## src/rtl/mc_ctrl_pkg.sv

```systemverilog
// rtl/mc_ctrl_pkg.sv - shared codes for the multicycle MIPS control unit
package mc_ctrl_pkg;

  typedef enum logic [4:0] {
    S_FETCH       = 5'd0,
    S_DECODE      = 5'd1,
    S_COMPUTE_MEM = 5'd2,
    S_MEM_READ    = 5'd3,
    S_MEM_WBACK   = 5'd4,
    S_MEM_WRITE   = 5'd5,
    S_R_ALU       = 5'd6,
    S_R_WREG      = 5'd7,
    S_BEQ         = 5'd8,
    S_JUMP        = 5'd9,
    S_BNE         = 5'd10,
    S_I_ALU       = 5'd11,
    S_I_WREG      = 5'd12,
    S_LUI         = 5'd13,
    S_JR          = 5'd14,
    S_JAL         = 5'd15,
    S_JALR        = 5'd16,
    S_SRL         = 5'd17,
    S_TRAP        = 5'd18
  } state_t;

  localparam logic [5:0] OP_RTYPE = 6'b000000;
  localparam logic [5:0] OP_J     = 6'b000010;
  localparam logic [5:0] OP_JAL   = 6'b000011;
  localparam logic [5:0] OP_BEQ   = 6'b000100;
  localparam logic [5:0] OP_BNE   = 6'b000101;
  localparam logic [5:0] OP_ADDI  = 6'b001000;
  localparam logic [5:0] OP_SLTI  = 6'b001010;
  localparam logic [5:0] OP_ANDI  = 6'b001100;
  localparam logic [5:0] OP_ORI   = 6'b001101;
  localparam logic [5:0] OP_XORI  = 6'b001110;
  localparam logic [5:0] OP_LUI   = 6'b001111;
  localparam logic [5:0] OP_LW    = 6'b100011;
  localparam logic [5:0] OP_SW    = 6'b101011;

  localparam logic [5:0] FN_SRL  = 6'b000010;
  localparam logic [5:0] FN_JR   = 6'b001000;
  localparam logic [5:0] FN_JALR = 6'b001001;
  localparam logic [5:0] FN_ADD  = 6'b100000;
  localparam logic [5:0] FN_SUB  = 6'b100010;
  localparam logic [5:0] FN_AND  = 6'b100100;
  localparam logic [5:0] FN_OR   = 6'b100101;
  localparam logic [5:0] FN_XOR  = 6'b100110;
  localparam logic [5:0] FN_NOR  = 6'b100111;
  localparam logic [5:0] FN_SLT  = 6'b101010;

  localparam logic [2:0] ALU_ADD = 3'b010;
  localparam logic [2:0] ALU_SUB = 3'b110;
  localparam logic [2:0] ALU_AND = 3'b000;
  localparam logic [2:0] ALU_OR  = 3'b001;
  localparam logic [2:0] ALU_SLT = 3'b111;
  localparam logic [2:0] ALU_SRL = 3'b101;
  localparam logic [2:0] ALU_NOR = 3'b100;
  localparam logic [2:0] ALU_XOR = 3'b011;

  // ALU_OP selects how the ALU operation is derived: fixed add/sub, from func, or from op.
  localparam logic [1:0] ALUOP_ADD  = 2'b00;
  localparam logic [1:0] ALUOP_SUB  = 2'b01;
  localparam logic [1:0] ALUOP_FUNC = 2'b10;
  localparam logic [1:0] ALUOP_IMM  = 2'b11;

  localparam logic [2:0] PCS_ALU    = 3'b000;
  localparam logic [2:0] PCS_ALUOUT = 3'b001;
  localparam logic [2:0] PCS_JUMP   = 3'b010;
  localparam logic [2:0] PCS_RS     = 3'b011;
  localparam logic [2:0] PCS_EXC    = 3'b100;

  localparam logic [1:0] CAUSE_NONE = 2'b00;
  localparam logic [1:0] CAUSE_OVF  = 2'b01;
  localparam logic [1:0] CAUSE_ILL  = 2'b10;
  localparam logic [1:0] CAUSE_TMO  = 2'b11;

  function automatic logic is_mem_state(input state_t s);
    return (s == S_FETCH) || (s == S_MEM_READ) || (s == S_MEM_WRITE);
  endfunction

endpackage

```

## src/rtl/multicycle_ctrl_alu_op_decode.sv

```systemverilog
// rtl/multicycle_ctrl_alu_op_decode.sv - combinational ALU operation decode
module alu_op_decode
  import mc_ctrl_pkg::*;
(
  input  logic [1:0] i_alu_op,
  input  logic [5:0] i_op,
  input  logic [5:0] i_func,
  output logic [2:0] o_alu_operation
);

  always_comb begin
    o_alu_operation = ALU_ADD;
    case (i_alu_op)
      ALUOP_SUB: o_alu_operation = ALU_SUB;
      ALUOP_FUNC: begin
        case (i_func)
          FN_ADD:  o_alu_operation = ALU_ADD;
          FN_SUB:  o_alu_operation = ALU_SUB;
          FN_AND:  o_alu_operation = ALU_AND;
          FN_OR:   o_alu_operation = ALU_OR;
          FN_SLT:  o_alu_operation = ALU_SLT;
          FN_SRL:  o_alu_operation = ALU_SRL;
          FN_NOR:  o_alu_operation = ALU_NOR;
          FN_XOR:  o_alu_operation = ALU_XOR;
          default: o_alu_operation = ALU_ADD;
        endcase
      end
      ALUOP_IMM: begin
        case (i_op)
          OP_ANDI: o_alu_operation = ALU_AND;
          OP_ORI:  o_alu_operation = ALU_OR;
          OP_SLTI: o_alu_operation = ALU_SLT;
          OP_XORI: o_alu_operation = ALU_XOR;
          default: o_alu_operation = ALU_ADD;
        endcase
      end
      default: o_alu_operation = ALU_ADD;
    endcase
  end

endmodule

```

## src/rtl/multicycle_ctrl.sv

```systemverilog
// rtl/multicycle_ctrl.sv - multicycle MIPS control FSM with memory stalls, watchdog and traps
module multicycle_ctrl
  import mc_ctrl_pkg::*;
#(
  parameter bit          MEM_WAIT = 1'b1,
  parameter bit          TRAP_EN  = 1'b1,
  parameter int unsigned TIMEOUT  = 255
) (
  input  logic        clk,
  input  logic        reset,
  input  logic        zero,
  input  logic        overflow,
  input  logic        MIO_ready,
  input  logic [31:0] Inst_in,
  output logic        MemRead,
  output logic        MemWrite,
  output logic        IorD,
  output logic        IRWrite,
  output logic        RegWrite,
  output logic        ALUSrcA,
  output logic        PCWrite,
  output logic        PCWriteCond,
  output logic        Branch,
  output logic        Shift,
  output logic        EPCWrite,
  output logic        CauseWrite,
  output logic [1:0]  cause,
  output logic [1:0]  RegDst,
  output logic [1:0]  MemtoReg,
  output logic [1:0]  ALUSrcB,
  output logic [2:0]  PCSource,
  output logic [2:0]  ALU_operation,
  output logic        CPU_MIO,
  output logic [4:0]  state_out
);

  localparam int CW = $clog2(TIMEOUT + 1);
  localparam logic [CW-1:0] LAST = CW'(TIMEOUT - 1);

  state_t        r_state, w_next;
  logic [CW-1:0] r_cnt;
  logic [1:0]    r_cause, w_cause_next;
  logic [1:0]    w_alu_op;
  logic [2:0]    w_alu_operation;
  logic          w_mem_wait, w_tmo, w_ill, w_fetch_done, w_unused;

  wire [5:0] w_op   = Inst_in[31:26];
  wire [5:0] w_func = Inst_in[5:0];

  assign w_unused     = ^{zero, Inst_in[25:6]};
  assign w_mem_wait   = MEM_WAIT && !MIO_ready;
  // The last tolerated stall cycle: counter has seen TIMEOUT-1 stalls already.
  assign w_tmo        = TRAP_EN && (r_cnt == LAST);
  assign w_fetch_done = !w_mem_wait;

  always_ff @(posedge clk) begin
    if (reset) begin
      r_state <= S_FETCH;
      r_cause <= CAUSE_NONE;
      r_cnt   <= '0;
    end else begin
      r_state <= w_next;
      r_cause <= w_cause_next;
      if (is_mem_state(r_state) && (w_next == r_state))
        r_cnt <= (r_cnt == LAST) ? r_cnt : r_cnt + CW'(1);
      else
        r_cnt <= '0;
    end
  end

  always_comb begin
    w_next       = S_FETCH;
    w_cause_next = CAUSE_NONE;
    w_ill        = 1'b0;
    case (r_state)
      S_FETCH, S_MEM_READ, S_MEM_WRITE: begin
        if (w_mem_wait) begin
          if (w_tmo) begin
            w_next       = S_TRAP;
            w_cause_next = CAUSE_TMO;
          end else begin
            w_next = r_state;
          end
        end else begin
          case (r_state)
            S_FETCH:    w_next = S_DECODE;
            S_MEM_READ: w_next = S_MEM_WBACK;
            default:    w_next = S_FETCH;
          endcase
        end
      end
      S_DECODE: begin
        case (w_op)
          OP_RTYPE: begin
            case (w_func)
              FN_ADD, FN_SUB, FN_AND, FN_OR,
              FN_XOR, FN_NOR, FN_SLT: w_next = S_R_ALU;
              FN_SRL:                 w_next = S_SRL;
              FN_JR:                  w_next = S_JR;
              FN_JALR:                w_next = S_JALR;
              default:                w_ill  = 1'b1;
            endcase
          end
          OP_LW, OP_SW:                     w_next = S_COMPUTE_MEM;
          OP_BEQ:                           w_next = S_BEQ;
          OP_BNE:                           w_next = S_BNE;
          OP_J:                             w_next = S_JUMP;
          OP_JAL:                           w_next = S_JAL;
          OP_LUI:                           w_next = S_LUI;
          OP_ADDI, OP_SLTI, OP_ANDI,
          OP_ORI, OP_XORI:                  w_next = S_I_ALU;
          default:                          w_ill  = 1'b1;
        endcase
        if (w_ill) begin
          w_next       = TRAP_EN ? S_TRAP : S_FETCH;
          w_cause_next = TRAP_EN ? CAUSE_ILL : CAUSE_NONE;
        end
      end
      S_COMPUTE_MEM: w_next = (w_op == OP_LW) ? S_MEM_READ : S_MEM_WRITE;
      S_R_ALU: begin
        w_next = S_R_WREG;
        if (TRAP_EN && overflow && ((w_func == FN_ADD) || (w_func == FN_SUB))) begin
          w_next       = S_TRAP;
          w_cause_next = CAUSE_OVF;
        end
      end
      S_I_ALU: begin
        w_next = S_I_WREG;
        if (TRAP_EN && overflow && (w_op == OP_ADDI)) begin
          w_next       = S_TRAP;
          w_cause_next = CAUSE_OVF;
        end
      end
      S_SRL:   w_next = S_R_WREG;
      S_JAL:   w_next = S_JUMP;
      S_JALR:  w_next = S_JR;
      default: w_next = S_FETCH;
    endcase
  end

  always_comb begin
    MemRead = 1'b0; MemWrite = 1'b0; IorD = 1'b0; IRWrite = 1'b0;
    RegWrite = 1'b0; ALUSrcA = 1'b0; PCWrite = 1'b0; PCWriteCond = 1'b0;
    Branch = 1'b0; Shift = 1'b0; EPCWrite = 1'b0; CauseWrite = 1'b0;
    RegDst = 2'b00; MemtoReg = 2'b00; ALUSrcB = 2'b00;
    PCSource = PCS_ALU; w_alu_op = ALUOP_ADD;
    if (!reset) begin
      case (r_state)
        S_FETCH: begin
          MemRead = 1'b1; ALUSrcB = 2'b01;
          IRWrite = w_fetch_done; PCWrite = w_fetch_done;
        end
        S_DECODE:      ALUSrcB = 2'b11;
        S_COMPUTE_MEM: begin ALUSrcA = 1'b1; ALUSrcB = 2'b10; end
        S_MEM_READ:    begin MemRead = 1'b1; IorD = 1'b1; end
        S_MEM_WBACK:   begin RegWrite = 1'b1; MemtoReg = 2'b01; end
        S_MEM_WRITE:   begin MemWrite = 1'b1; IorD = 1'b1; end
        S_R_ALU:       begin ALUSrcA = 1'b1; w_alu_op = ALUOP_FUNC; end
        S_R_WREG:      begin RegWrite = 1'b1; RegDst = 2'b01; end
        S_BEQ, S_BNE: begin
          ALUSrcA = 1'b1; w_alu_op = ALUOP_SUB; PCWriteCond = 1'b1;
          PCSource = PCS_ALUOUT; Branch = (r_state == S_BEQ);
        end
        S_JUMP:        begin PCWrite = 1'b1; PCSource = PCS_JUMP; end
        S_I_ALU:       begin ALUSrcA = 1'b1; ALUSrcB = 2'b10; w_alu_op = ALUOP_IMM; end
        S_I_WREG:      RegWrite = 1'b1;
        S_LUI:         begin RegWrite = 1'b1; MemtoReg = 2'b10; end
        S_JR:          begin PCWrite = 1'b1; PCSource = PCS_RS; end
        S_JAL:         begin RegWrite = 1'b1; RegDst = 2'b10; MemtoReg = 2'b11; end
        S_JALR:        begin RegWrite = 1'b1; RegDst = 2'b01; MemtoReg = 2'b11; end
        S_SRL:         begin ALUSrcA = 1'b1; Shift = 1'b1; w_alu_op = ALUOP_FUNC; end
        S_TRAP: begin
          EPCWrite = 1'b1; CauseWrite = 1'b1; PCWrite = 1'b1; PCSource = PCS_EXC;
        end
        default: ;
      endcase
    end
  end

  alu_op_decode u_alu_op_decode (
    .i_alu_op        (w_alu_op),
    .i_op            (w_op),
    .i_func          (w_func),
    .o_alu_operation (w_alu_operation)
  );

  assign ALU_operation = reset ? 3'b000 : w_alu_operation;
  assign cause         = reset ? CAUSE_NONE : r_cause;
  assign CPU_MIO       = MemRead | MemWrite;
  assign state_out     = r_state;

endmodule

```

## config.mk

```make
export PLATFORM = sky130hd
export DESIGN_NAME = multicycle_ctrl
export DESIGN_NICKNAME = d
export VERILOG_FILES = /design/src/rtl/mc_ctrl_pkg.sv /design/src/rtl/multicycle_ctrl_alu_op_decode.sv /design/src/rtl/multicycle_ctrl.sv
export SDC_FILE = /design/constraint.sdc
export NUM_CORES = 1
export LEC_CHECK = 0
export BUFFER_PORTS_ARGS = -buffer_cell sky130_fd_sc_hd__buf_2
export CAP_MARGIN = 20
export CELL_PAD_IN_SITES_DETAIL_PLACEMENT = 1
export CELL_PAD_IN_SITES_GLOBAL_PLACEMENT = 1
export CORE_MARGIN = 2
export CORE_UTILIZATION = 38
export CTS_BUF_LIST = sky130_fd_sc_hd__clkbuf_8
export DETAILED_ROUTE_END_ITERATION = 8
export HOLD_SLACK_MARGIN = 0.06
export PLACE_DENSITY = 0.86
export RECOVER_POWER = 25
export SYNTH_ARGS = -nofsm -noshare
export SYNTH_HDL_FRONTEND = slang
export SYNTH_SLANG_ARGS = --single-unit
export TNS_END_PERCENT = 1
```

## constraint.sdc

```tcl
create_clock -name clk -period 4 [get_ports clk]
set_input_delay 0.4 -clock clk [delete_from_list [all_inputs] [get_ports clk]]
set_output_delay 0.4 -clock clk [all_outputs]
set_load 0.03 [all_outputs]
```

Yosys cells after proc, flatten, opt, wreduce, memory -nomap -nowiden
Cells that the tools add are included.
Widths: inputs -> output; s select.
{ "word_totals": {"wordCells": 132, "mem_bits_rw": 0, "input_bits": 37, "register_bits": 15, "mem_bits_ro": 0, "mem_count": 0, "latch_bits": 0} }
{ "op_classes": {"shifts": 0, "n_mux": 56, "n_lt_le_gt_ge": 0, "mul": 0, "n_reduce_logical": 25, "bitwise_logic": 2, "addsub": 1, "eq_ne": 45, "div_mod_pow": 0} }
{ "op_table": {"columns": ["op", "count"], "rows": [
  ["$pmux 5 s8", 2],
  ["$eq 6x6->1 const B", 9],
  ["$eq 6x4->1 const B", 8],
  ["$eq 5x4->1 const B", 8],
  ["$mux 1", 25],
  ["$mux 5", 5],
  ["$pmux 3 s4", 2],
  ["$pmux 3 s7", 1],
  ["$eq 5x3->1 const B", 4],
  ["$pmux 5 s4", 1],
  ["$eq 6x2->1 const B", 3],
  ["$pmux 2 s3", 3],
  ["$reduce_or 2->1", 9],
  ["$mux 2", 8],
  ["$eq 5x5->1 const B", 3],
  ["$eq 6x3->1 const B", 2],
  ["$reduce_or 12->1", 1],
  ["$reduce_or 6->1", 2],
  ["$eq 5x2->1 const B", 2],
  ["$reduce_or 10->1", 1],
  ["$mux 3", 3],
  ["$pmux 3 s3", 1],
  ["$add 8x1->8 const B", 1],
  ["$eq 8x8->1 const B", 1],
  ["other kinds (17)", 24]
]} }

Depth between registers and ports, before layout
{ "depth": {"depth_word": 11, "mapped_depth": 8} }

Hierarchy
Synthesis repeated with hierarchy kept, for this count alone.
{ "unflattened": {"cells_unflattened": 290, "hier_area_um2": 2085.8} }
{ "by_module_without_submodules": {"columns": ["module", "seq_area_each_um2", "n_inst", "cells_each", "area_per_inst_um2"], "rows": [
  ["multicycle_ctrl", 300.3, 1, 265, 1911.8],
  ["alu_op_decode", 0.0, 1, 25, 173.9]
]} }

Least setup slack after synthesis
No wires, ideal clock.
{ "synth_timing": {"path_type": "register -> register", "start": "reg r_state[0] (netlist: state_out[0])", "end": "reg r_cnt[1]", "path_buffers": 1, "required_ns": 3.899, "path_stages_with_launch": 7, "arrival_ns": 2.609, "setup_time_ns": 0.101, "setup_slack_ns": 1.289, "cell_sequence": "dfxtp_1 > buf_2 > xor2_1 > mux2_2 > nor3_1 > nand2_1 > a2111oi_4"} }
{ "synth_via": {"elab_chain_len": 8} }
{ "synth_lines": {"columns": ["item", "line_no", "text"], "rows": [
  ["start, declared", "multicycle_ctrl.sv:40", "state_t r_state, w_next;"],
  ["start signal, assigned", "multicycle_ctrl.sv:62", "r_state <= w_next;"],
  ["$eq 5x2->1 / $logic_not 5->1 (equally long branches)", "mc_ctrl_pkg.sv:78, multicycle_ctrl.sv:75, multicycle_ctrl.sv:85", null],
  ["$pmux 3 s2", "multicycle_ctrl.sv:85", "case (r_state)"],
  ["$mux 5", "multicycle_ctrl.sv:77", "if (w_mem_wait) begin"],
  ["$pmux 5 s8", "multicycle_ctrl.sv:75", "case (r_state)"],
  ["$eq 5x5->1", "multicycle_ctrl.sv:64", "if (is_mem_state(r_state) && (w_next == r_state))"],
  ["$logic_and 1x1->1 *", "multicycle_ctrl.sv:64", null],
  ["$not 1->1 (no source line) *", null, null],
  ["$reduce_or 2->1 (no source line) *", null, null],
  ["end signal, assigned", "multicycle_ctrl.sv:65", "r_cnt <= (r_cnt == LAST) ? r_cnt : r_cnt + CW'(1);"],
  ["end, declared", "multicycle_ctrl.sv:41", "logic [CW-1:0] r_cnt;"]
]} }
Mark *: on every way between the ends. The rest lies on a longest branch, timed or not.
A chain may end at the register's enable or synchronous reset.

Worst setup path in the final report
{ "layout_timing": {"start": "reg r_state[4] (netlist: state_out[4])", "end": "reg r_cnt[1]"} }
Same word-level chain as after synthesis.

==> impl_metrics.toml <==
[setup_path]
flop2flop_setup_slack_ns = 0.90
reg2reg_from = "state_out[4]"
critPathLaunchType = "register"
timing.reg2reg.worst_path_depth = 6
worst-path-max-fanout = 22
end_kind = "register"
cp_data_required_time_ns = 4.15
critPathArrivalTime_ns = 3.26
criticalPathCategory = "register to register"
critical_path.reg2reg.endpoint = "r_cnt[1]"

[placed_design]
place.gp.congestion = 0.847
numPlacedInstances = 357
numPortBuffers = 47
hpwl_um = 4340

[clocking]
clk_root_buffer_cell = "clkbuf_8"
clkSlewWorstSetupHoldPaths_ns = 0.06
clock_insertion_delay_worst_skew_ns = 0.25
tritoncts = "yes"
post-cts-setup-buffers = 0
number_of_sinks_handled_by_clock_tree_synthesis = 15
cts_buffer_depth = 2
ctsHtreeMaxLevel = 1
cts_made_buffers = 3
post_cts.resized_instances = 0
ctsHoldBuffers = 0

[power_and_ir_drop]
p_seq_frac = 0.240
peakVddDrop_uv = 223
internal-power_mw = 0.439
net-switching-power_mw = 0.514
netSwitchingFraction = 0.539
power.share.combinational = 0.631
power.density_cell_area_nw_per_um2 = 453
p_clk_frac = 0.130
p_leak_nw = 0.851

[final_layout]
layout_cell_share_with_drive_strength_beyond_1 = 0.204
nets = 334
final_std_cells_w_o_fill = 361
area_growth_pct = 12.3
ff_latch_area_um2 = 300
multi_input_comb_area_um2 = 1400
nFillCells = 660
antenna-diode-count = 0

[sta]
timing.max_slew.rel_slack = 0.340
layout_min_cycle_time_ns = 3.10
finalClockSkew_ns = 0.00387
setup_total_negative_slack_ns = 0
timing.fmax_mhz = 322
hold_viol = 0
period_share = 0.776
grt_setup_unrepaired = "no"
finalSetupViolCount = 0
worstMarginPinSlew_ns = 0.990
slew_violations = 0

[route]
routed-via-count = 2101
avgViaCountPerCell = 5.82
drtPass1Iterations = 4
drt_first_iter_violations = 156
antenna_left = 0
mean_routed_wirelength_per_cell_um = 15.9
post-route-drc-count = 0
routed_wirelength_um = 5740

[floorplan]
coreArea_um2 = 4750
initial_utilization = 0.395
die_x_um = 74.3
rows = 25
fp.dieArea_um2 = 5520
die_h_um = 74.3
num_io_pins = 69

[worst_hold_path]
whs_path_depth = 4
timing.hold.worst.start = "MIO_ready"
timing.hold.worst.class = "input pin to register"
hold_end = "r_cause[1]"

[synth]
synth_sequential_area_ratio = 0.160
postSynthRegisterBits = 15
synth.top_cells.by_area = "dfxtp_1 (16%), nor2_1 (5.4%), a21oi_1 (5.1%)"
count_of_flip_flops_with_a_built_in_enable_after_synthesis = 0
leading_register_cell_type_out_of_synthesis = "dfxtp_1"
synth-warning-count = 0
post-synth-top-area-fraction = 0.160
async_flop_share = 0
synth.net_count = 300
syn_inst = 261
muxShareOfSynthArea = 0.0300
synth_compound_gate_area_share = 0.255
synth_xor_xnor_area_share = 0.0467
synth_fa_ha_area_frac = 0.0133
yosysUniqueCellTypes = 68
mean_instance_size_in_the_synthesized_netlist_um2 = 7.19
post-synth-top-area-cell = "dfxtp_1"
synth_top_family_by_area = "simple AND/OR/NAND/NOR gates"
mappedNetlistArea_um2 = 1880
synth-simple-area-share = 0.419

[global_route]
grt_overflow_total = 0
gr-usage-all-layers = 0.219
first_global_vias = 2017
grt_first_pass_wirelength_um = 9760
grt_antenna_before_repair = 0
grt_max_degree = 23

[run]
count_of_maximum_capacitance_violations = 0

[outcome]
status = "finished clean"
through the flow:
stage	setup WS, ns	power, mW	hold slack [ns]	instance area, µm²	utilization
CTS	1.10	0.978	0.571	2150	0.453
detailed placement	1.38	0.851	0.583	2110	0.443
finish	0.895	0.954	0.565	2110	0.443
floorplan	1.29	0.701	0.540	1880	-
global placement	1.41	0.841	0.556	2110	0.443
global route	0.626	1.03	0.632	2110	0.443
critical path, cell delays in order, from the launching register on:
cell       delay (ns)
dfxtp_1          0.34
clkbuf_1         0.73
nor2b_1          0.21
and3_1           0.23
a2111oi_0        0.77
mux2_4           0.42
a2111oi_4        0.31
flip-flops by register name, indices dropped and copies added, names as in the netlist:
name / count
r_cause: 2
r_cnt: 8
state_out: 5
placed cells by master, fill, tap and decap left out, types with 9 or more instances in the layout:
master | Yosys | final
nand3_1 | 11 | 11
nor4_1 | 9 | 10
nor2_1 | 27 | 27
nand2b_1 | 9 | 9
nor3_1 | 14 | 14
dfxtp_1 | 15 | 15
buf_2 | 6 | 42
nor2b_1 | 12 | 12
nand2_1 | 14 | 14
a21oi_1 | 19 | 19
inv_1 | 9 | 9
power by group through the flow:
stage	logic (mW)	clock network (mW)	registers, mW
floorplan	0.482	0	0.219
global placement	0.611	0	0.230
detailed placement	0.620	0	0.231
CTS	0.623	0.127	0.228
global route	0.660	0.133	0.236
finish	0.601	0.124	0.228
logic make-up (layout without fill, tap and decap cells):
family,Yosys count,count (layout)
DFF,15,15
and+or+nand+nor,134,134
buffers and inverters,30,63
AOI/OAI and AO/OA,65,65
muxes,5,5
xor gates and xnor gates,10,10
adders and majority gates,2,2
worst max path at each step:
stage / from / endpoint / cells past startpoint
2_1_floorplan: state_out[0] / r_cnt[1] / 6
3_3_place_gp: state_out[2] / ALU_operation[2] / 7
3_5_place_dp: state_out[2] / ALU_operation[2] / 7
4_1_cts: state_out[2] / ALU_operation[2] / 7
5_1_grt: state_out[4] / r_cnt[1] / 6
6_report: state_out[4] / r_cnt[1] / 6
Yosys cell counts (2+ instances only):
library cell and instances:
nand2b_1 9, clkbuf_1 8, xnor2_1 5, nor4_1 9
buf_1 2, nor2_1 27, a31oi_1 5, buf_6 2
nand3_1 11, o31ai_1 2, nand4_1 4, o21a_1 2
and3_1 7, and2b_1 2, o221ai_1 2, nor3b_1 4
xor2_1 5, mux2i_1 3, a21oi_1 19, dfxtp_1 15
a211oi_1 5, ha_1 2, buf_2 6, buf_4 2
nor2b_1 12, nor4b_1 2, a2111oi_4 2, or3_1 2
inv_1 9, o21ai_0 8, nand2_1 14, and4_1 2
a41oi_1 2, a221oi_1 2, nor3_1 14, nand4b_1 2
routing by layer:
metal | part of all wire | vias to the layer above | GRT usage | wire (µm)
li1 | - | 1046 | - | -
met1 | 0.48 | 1007 | 0.304 | 2770
met2 | 0.48 | 40 | 0.365 | 2780
met3 | 0.023 | 8 | 0.0203 | 132
met4 | 0.010 | 0 | 0.0575 | 60
met5 | 0 | - | 0 | 0
cell type report:
type | instances | area share
Timing Repair Buffer | 50 | 0.116
Sequential cell | 15 | 0.143
Multi-Input combinational cell | 216 | 0.664
Tap cell | 67 | 0.0398
Clock buffer | 3 | 0.0196
Clock inverter | 1 | 0.00238
Inverter | 9 | 0.0160
Note: power is estimated with default switching activity, not from simulation.
